`src/rtl/uart_rx_frontend_pkg.sv`:
```
// Shared definitions for the UART receive front end: state encoding and defaults.
package uart_rx_frontend_pkg;

    localparam int unsigned DEFAULT_CLKS_PER_BIT = 1300;
    localparam int unsigned CNT_W                = 16;
    localparam int unsigned DATA_W               = 8;

    typedef enum logic [2:0] {
        ST_IDLE      = 3'd0,
        ST_START     = 3'd1,
        ST_DATA      = 3'd2,
        ST_STOP      = 3'd3,
        ST_WAIT_HIGH = 3'd4,
        ST_PARITY    = 3'd5
    } rx_state_e;

endpackage

```
`src/rtl/uart_rx_frontend_sync_2ff.sv`:
```
// Two-flop synchronizer for asynchronous inputs, with a configurable reset value.
module uart_rx_frontend_sync_2ff #(
    parameter int unsigned       WIDTH   = 1,
    parameter logic [WIDTH-1:0]  RST_VAL = '1
) (
    input  logic             clk,
    input  logic             rst_n,
    input  logic [WIDTH-1:0] d,
    output logic [WIDTH-1:0] q
);

    logic [WIDTH-1:0] meta;

    always_ff @(posedge clk) begin
        if (!rst_n) begin
            meta <= RST_VAL;
            q    <= RST_VAL;
        end else begin
            meta <= d;
            q    <= meta;
        end
    end

endmodule

```
`src/rtl/uart_rx_frontend.sv`:
```
// UART receiver (8N1, mid-bit sampling) with valid/ack hold register and error flags.
// Optional even-parity bit enabled by defining UART_RX_PARITY_EN.
module uart_rx_frontend
    import uart_rx_frontend_pkg::*;
#(
    parameter int unsigned CLKS_PER_BIT = DEFAULT_CLKS_PER_BIT,
    parameter int unsigned HALF_BIT     = CLKS_PER_BIT / 2
) (
    input  logic              clk,
    input  logic              rst_n,
    input  logic              uart_rx,
    output logic [DATA_W-1:0] rx_data,
    output logic              rx_valid,
    input  logic              rx_ack,
    output logic              rx_busy,
    output logic              rx_overrun,
    output logic              rx_frame_err
`ifdef UART_RX_PARITY_EN
    ,
    output logic              rx_parity_err
`endif
);

    localparam logic [CNT_W-1:0] HALF_LAST = CNT_W'(HALF_BIT - 1);
    localparam logic [CNT_W-1:0] BIT_LAST  = CNT_W'(CLKS_PER_BIT - 1);

    logic              rx_s;
    rx_state_e         state, state_n;
    logic [CNT_W-1:0]  cnt, cnt_n;
    logic [2:0]        idx, idx_n;
    logic [DATA_W-1:0] shreg, shreg_n;
    logic [DATA_W-1:0] data_n;
    logic              valid_n, busy_n, ovr_n, ferr_n, deliver;
`ifdef UART_RX_PARITY_EN
    logic              par_bad, par_bad_n, perr_n;
`endif

    uart_rx_frontend_sync_2ff #(.WIDTH(1), .RST_VAL(1'b1)) u_sync (
        .clk   (clk),
        .rst_n (rst_n),
        .d     (uart_rx),
        .q     (rx_s)
    );

    always_ff @(posedge clk) begin
        if (!rst_n) begin
            state        <= ST_IDLE;
            cnt          <= '0;
            idx          <= '0;
            shreg        <= '0;
            rx_data      <= '0;
            rx_valid     <= 1'b0;
            rx_busy      <= 1'b0;
            rx_overrun   <= 1'b0;
            rx_frame_err <= 1'b0;
`ifdef UART_RX_PARITY_EN
            par_bad       <= 1'b0;
            rx_parity_err <= 1'b0;
`endif
        end else begin
            state        <= state_n;
            cnt          <= cnt_n;
            idx          <= idx_n;
            shreg        <= shreg_n;
            rx_data      <= data_n;
            rx_valid     <= valid_n;
            rx_busy      <= busy_n;
            rx_overrun   <= ovr_n;
            rx_frame_err <= ferr_n;
`ifdef UART_RX_PARITY_EN
            par_bad       <= par_bad_n;
            rx_parity_err <= perr_n;
`endif
        end
    end

    // Next-state, counters, shift register and handshake outputs.
    always_comb begin
        state_n = state;
        cnt_n   = cnt;
        idx_n   = idx;
        shreg_n = shreg;
        data_n  = rx_data;
        valid_n = rx_valid;
        ovr_n   = rx_overrun;
        ferr_n  = 1'b0;
        deliver = 1'b0;
`ifdef UART_RX_PARITY_EN
        par_bad_n = par_bad;
        perr_n    = 1'b0;
`endif

        if (rx_valid && rx_ack) begin
            valid_n = 1'b0;
            ovr_n   = 1'b0;
        end

        case (state)
            ST_IDLE: begin
                if (!rx_s) begin
                    state_n = ST_START;
                    cnt_n   = '0;
                end
            end
            ST_START: begin
                if (cnt == HALF_LAST) begin
                    cnt_n   = '0;
                    idx_n   = '0;
                    state_n = rx_s ? ST_IDLE : ST_DATA;
                end else begin
                    cnt_n = cnt + CNT_W'(1);
                end
            end
            ST_DATA: begin
                if (cnt == BIT_LAST) begin
                    cnt_n          = '0;
                    shreg_n[idx]   = rx_s;
                    idx_n          = idx + 3'd1;
                    if (idx == 3'd7) begin
`ifdef UART_RX_PARITY_EN
                        state_n = ST_PARITY;
`else
                        state_n = ST_STOP;
`endif
                    end
                end else begin
                    cnt_n = cnt + CNT_W'(1);
                end
            end
`ifdef UART_RX_PARITY_EN
            ST_PARITY: begin
                if (cnt == BIT_LAST) begin
                    cnt_n     = '0;
                    par_bad_n = ^{shreg, rx_s};
                    perr_n    = ^{shreg, rx_s};
                    state_n   = ST_STOP;
                end else begin
                    cnt_n = cnt + CNT_W'(1);
                end
            end
`endif
            ST_STOP: begin
                if (cnt == BIT_LAST) begin
                    cnt_n = '0;
                    if (rx_s) begin
`ifdef UART_RX_PARITY_EN
                        deliver = !par_bad;
`else
                        deliver = 1'b1;
`endif
                        state_n = ST_IDLE;
                    end else begin
                        ferr_n  = 1'b1;
                        state_n = ST_WAIT_HIGH;
                    end
                end else begin
                    cnt_n = cnt + CNT_W'(1);
                end
            end
            ST_WAIT_HIGH: begin
                if (rx_s) begin
                    state_n = ST_IDLE;
                end
            end
            default: begin
                state_n = ST_IDLE;
            end
        endcase

        // A held, unacknowledged byte wins over the new one.
        if (deliver) begin
            if (rx_valid && !rx_ack) begin
                ovr_n = 1'b1;
            end else begin
                data_n  = shreg;
                valid_n = 1'b1;
            end
        end

        busy_n = (state_n != ST_IDLE);
    end

endmodule

```
`config.mk`:
```
export PLATFORM = sky130hd
export DESIGN_NAME = uart_rx_frontend
export DESIGN_NICKNAME = d
export VERILOG_FILES = /design/src/rtl/uart_rx_frontend_pkg.sv /design/src/rtl/uart_rx_frontend_sync_2ff.sv /design/src/rtl/uart_rx_frontend.sv
export SDC_FILE = /design/constraint.sdc
export NUM_CORES = 1
export LEC_CHECK = 0
export ABC_AREA = 1
export CORE_ASPECT_RATIO = 0.75
export CORE_MARGIN = 3
export CORE_UTILIZATION = 50
export DETAILED_ROUTE_END_ITERATION = 7
export GPL_TIMING_DRIVEN = 1
export HOLD_SLACK_MARGIN = 0.12
export PLACE_DENSITY = 0.83
export SYNTH_ARGS = -nofsm -noshare
export SYNTH_HDL_FRONTEND = slang
export SYNTH_HIERARCHICAL = 1
export SYNTH_SLANG_ARGS = --single-unit
export TNS_END_PERCENT = 30
```
`constraint.sdc`:
```
create_clock -name clk -period 1.5 [get_ports clk]
set_input_delay 0.375 -clock clk [delete_from_list [all_inputs] [get_ports clk]]
set_output_delay 0.375 -clock clk [all_outputs]
set_load 0.1 [all_outputs]
```
==> results by group <==
Status
  – Status: complete, no violations

Floorplanning
  – I/O pins: 16
  – # rows: 21
  – Initial Util: 0.545
  – Die area: 6030 um^2
  – Core footprint: 4700 um^2
  – Die Height: 68.0 um
  – Chip width: 88.7 um

Finish
  – N_diodes: 0
  – NumNets Final: 446
  – Final Non-Filler Cells: 496
  – Fillers: 363
  – Fin area: 3400 um^2
  – Share of post-route cells with drive strength above 1: 0.278
  – Area Overhead vs Synth: 32.7%
  – Area taken by multi-input logic gates: 1530 um^2
  – Reg area: 902 um^2

Placement
  – Cell total after placement: 483
  – Area after DPL: 3100 um^2
  – Dpl hpwl: 5.01 mm
  – Pre-CTS setup slack: -0.156 ns
  – Final Wtd Congestion: 0.954
  – Count of buffers from port buffering: 15

Critical path
  – Setup slack, reg-to-reg: 0.008 ns
  – Worst EP arrival: 1.75 ns
  – Required @ worst endpoint: 1.75 ns
  – CP peak stage delay: 0.40 ns
  – Critical path type: reg -> reg
  – Worst Setup Start Kind: flop
  – Worst-path cell with the longest stage delay: dfxtp_4
  – Setup crit end kind: flop
  – Critical-path cell list: inv_2 > nor2_2 > nand2_1 > nor2_4 > nand3_2 > nand2_4 > nand2_4 > nand2_2 > nand2_1 > nor2_1
  – Critical-path maximum fanout: 6
  – Worst path top cell family by delay: simple AND/OR/NAND/NOR gates
  – CP Buf/Inv Count: 1

Global route
  – Initial antenna violation count: 0
  – Global Route Usage Sum: 0.257
  – Vias in the first global route: 2493
  – Pin count of the biggest net entering global routing: 22
  – Remaining Overflow, GRT: 0
  – First-pass GRT wire length: 11.8 mm

Logic synthesis
  – Yosys reg bits: 44
  – Synth Net Count: 397
  – Yosys warns: 6
  – Cell count after synthesis: 389
  – Synth cell types: 29
  – Cell area after synthesis: 2560 um^2
  – Synthesized area per cell: 6.59 um^2
  – Share of the yosys chip area belonging to registers: 0.343

Timing
  – Final Hold Viols: 0
  – Final period util: 0.995
  – RSZ-0062 raised after global routing: yes
  – Hold WS: 0.418 ns
  – Clock skew: 0.00736 ns
  – Final WS setup: 0.00779 ns
  – Max-slew headroom: 0.804
  – Final Max Slew Viols: 0
  – Actual slew at the worst max-slew pin: 0.291 ns
  – Endpoints failing setup: 0
  – Final min period: 1.49 ns
  – Fmax: 670 MHz

Clock tree
  – Clock sink count: 44
  – CTS tree: built
  – Clk root buf: clkbuf_8
  – Worst-Skew Late Latency: 0.32 ns
  – CTS clk-pin slew, worst paths: 0.10 ns
  – Total CTS buffers: 5
  – H-tree Lvls: 2
  – CTS max path bufs: 2

Drt
  – ANT nets after route: 0
  – # DRC: 0
  – WL/cell: 15.4 um
  – Highest metal used: met4
  – Wire length on met3: 688 um
  – Initial detailed-routing violation count: 457
  – Metal2 WL: 3.32 mm
  – Routed via count: 2795
  – WL final: 7.62 mm
  – DR vias/cell: 5.64
  – Wl on met1: 3.50 mm
  – TritonRoute pass-1 iters: 5

Worst hold path
  – Min-delay worst type: reg -> reg

Power
  – Pwr Density: 696 nW/um^2
  – Worst VDD drop: 0.706 mV
  – Total leakage power: 0.00145 uW

Flow run
  – # Max-Cap Violations: 0
## synthesized netlist by cell type (all sizes together)
cell type | number | area share
nand3b | 3 | 0.0088
nor2 | 59 | 0.11
o21bai | 2 | 0.0059
buf | 9 | 0.025
nor3 | 11 | 0.021
nand4 | 12 | 0.035
o21ai | 16 | 0.034
dfxtp | 44 | 0.34
clkbuf | 2 | 0.0029
o211ai | 3 | 0.0088
nand3 | 40 | 0.091
inv | 58 | 0.085
ha | 4 | 0.020
a21oi | 24 | 0.050
nand2 | 99 | 0.15
o21a | 3 | 0.0088
## power by group
part           switching [uW]  total (uW)  internal (uW)
registers                14.8        1190           1170
logic                     127         203           75.9
clock network             472         974            502
## logic make-up (layout without fill, tap and decap cells)
logic type,Yosys count,in the layout,synth area share
AO/OA/AOI/OAI,48,48,0.107
adder cells (fa/ha/maj),4,4,0.0195
flip-flops,44,44,0.343
AND/OR/NAND/NOR,224,225,0.417
buffers and inverters,69,118,0.113
## repair_timing
item,in CTS,in global routing
pin swaps,4,12
cloned,1,1
resized for setup,6,49
setup buffers,0,3
setup endpoints to repair,23,35
hold buffers,0,0
## metrics by stage
stage	util	setup TNS (ns)	total power, uW
2_1_floorplan	-	0	1320
3_3_place_gp	0.659	-0.894	1380
3_5_place_dp	0.659	-1.36	1390
4_1_cts	0.693	0	2350
5_1_grt	0.724	-0.610	2450
6_report	0.724	0	2370
## state kept, by name, indices dropped and copies added, names as in the netlist
register / flops
rx_valid: 1
u_sync/meta: 1
state: 3
rx_frame_err: 1
shreg: 8
idx: 3
rx_busy: 1
rx_overrun: 1
cnt: 16
rx_data: 8
u_sync/q: 1
## layout by cell type (no fill, tap or decap), drive strengths merged, types with 11 or more instances in the layout
| master | instances |
|---|---|
| nand2 | 99 |
| nor2 | 59 |
| nor3 | 11 |
| nand3 | 40 |
| a21oi | 24 |
| inv | 59 |
| o21ai | 16 |
| buf | 49 |
| dfxtp | 44 |
| nand4 | 13 |
## final cells by class
cell class	instances	share of cell area
multi-input combinational	277	0.448
clock inverter	3	0.0136
inverter	58	0.0640
tap	57	0.0210
timing repair buffer	52	0.168
sequential	44	0.265
clock buffer	5	0.0202
## worst register-to-register path, delay by kind of cell (launching register included)
family | cells | cell delay, ns
AND/OR/NAND/NOR | 9 | 0.98
flip-flops | 1 | 0.40
buffers and inverters | 1 | 0.05
## path summary, 6_finish.rpt
check | from | cells after the start | end
worst max-delay path | cnt[4]$_SDFFE_PN0P_ | 10 | idx[1]$_SDFFE_PN0P_
worst min-delay path | u_sync/meta$_SDFF_PN1_ | 2 | u_sync/q$_SDFF_PN1_
worst max register to register | cnt[4]$_SDFFE_PN0P_ | 10 | idx[1]$_SDFFE_PN0P_
worst min register to register | u_sync/meta$_SDFF_PN1_ | 2 | u_sync/q$_SDFF_PN1_
## metal layers
metal	global-route usage	vias up
met2	0.377	155
li1	-	1351
met3	0.0686	13
met5	0	-
met1	0.373	1276
met4	0.0585	0
No activity file was read; power rests on OpenSTA's default activity.
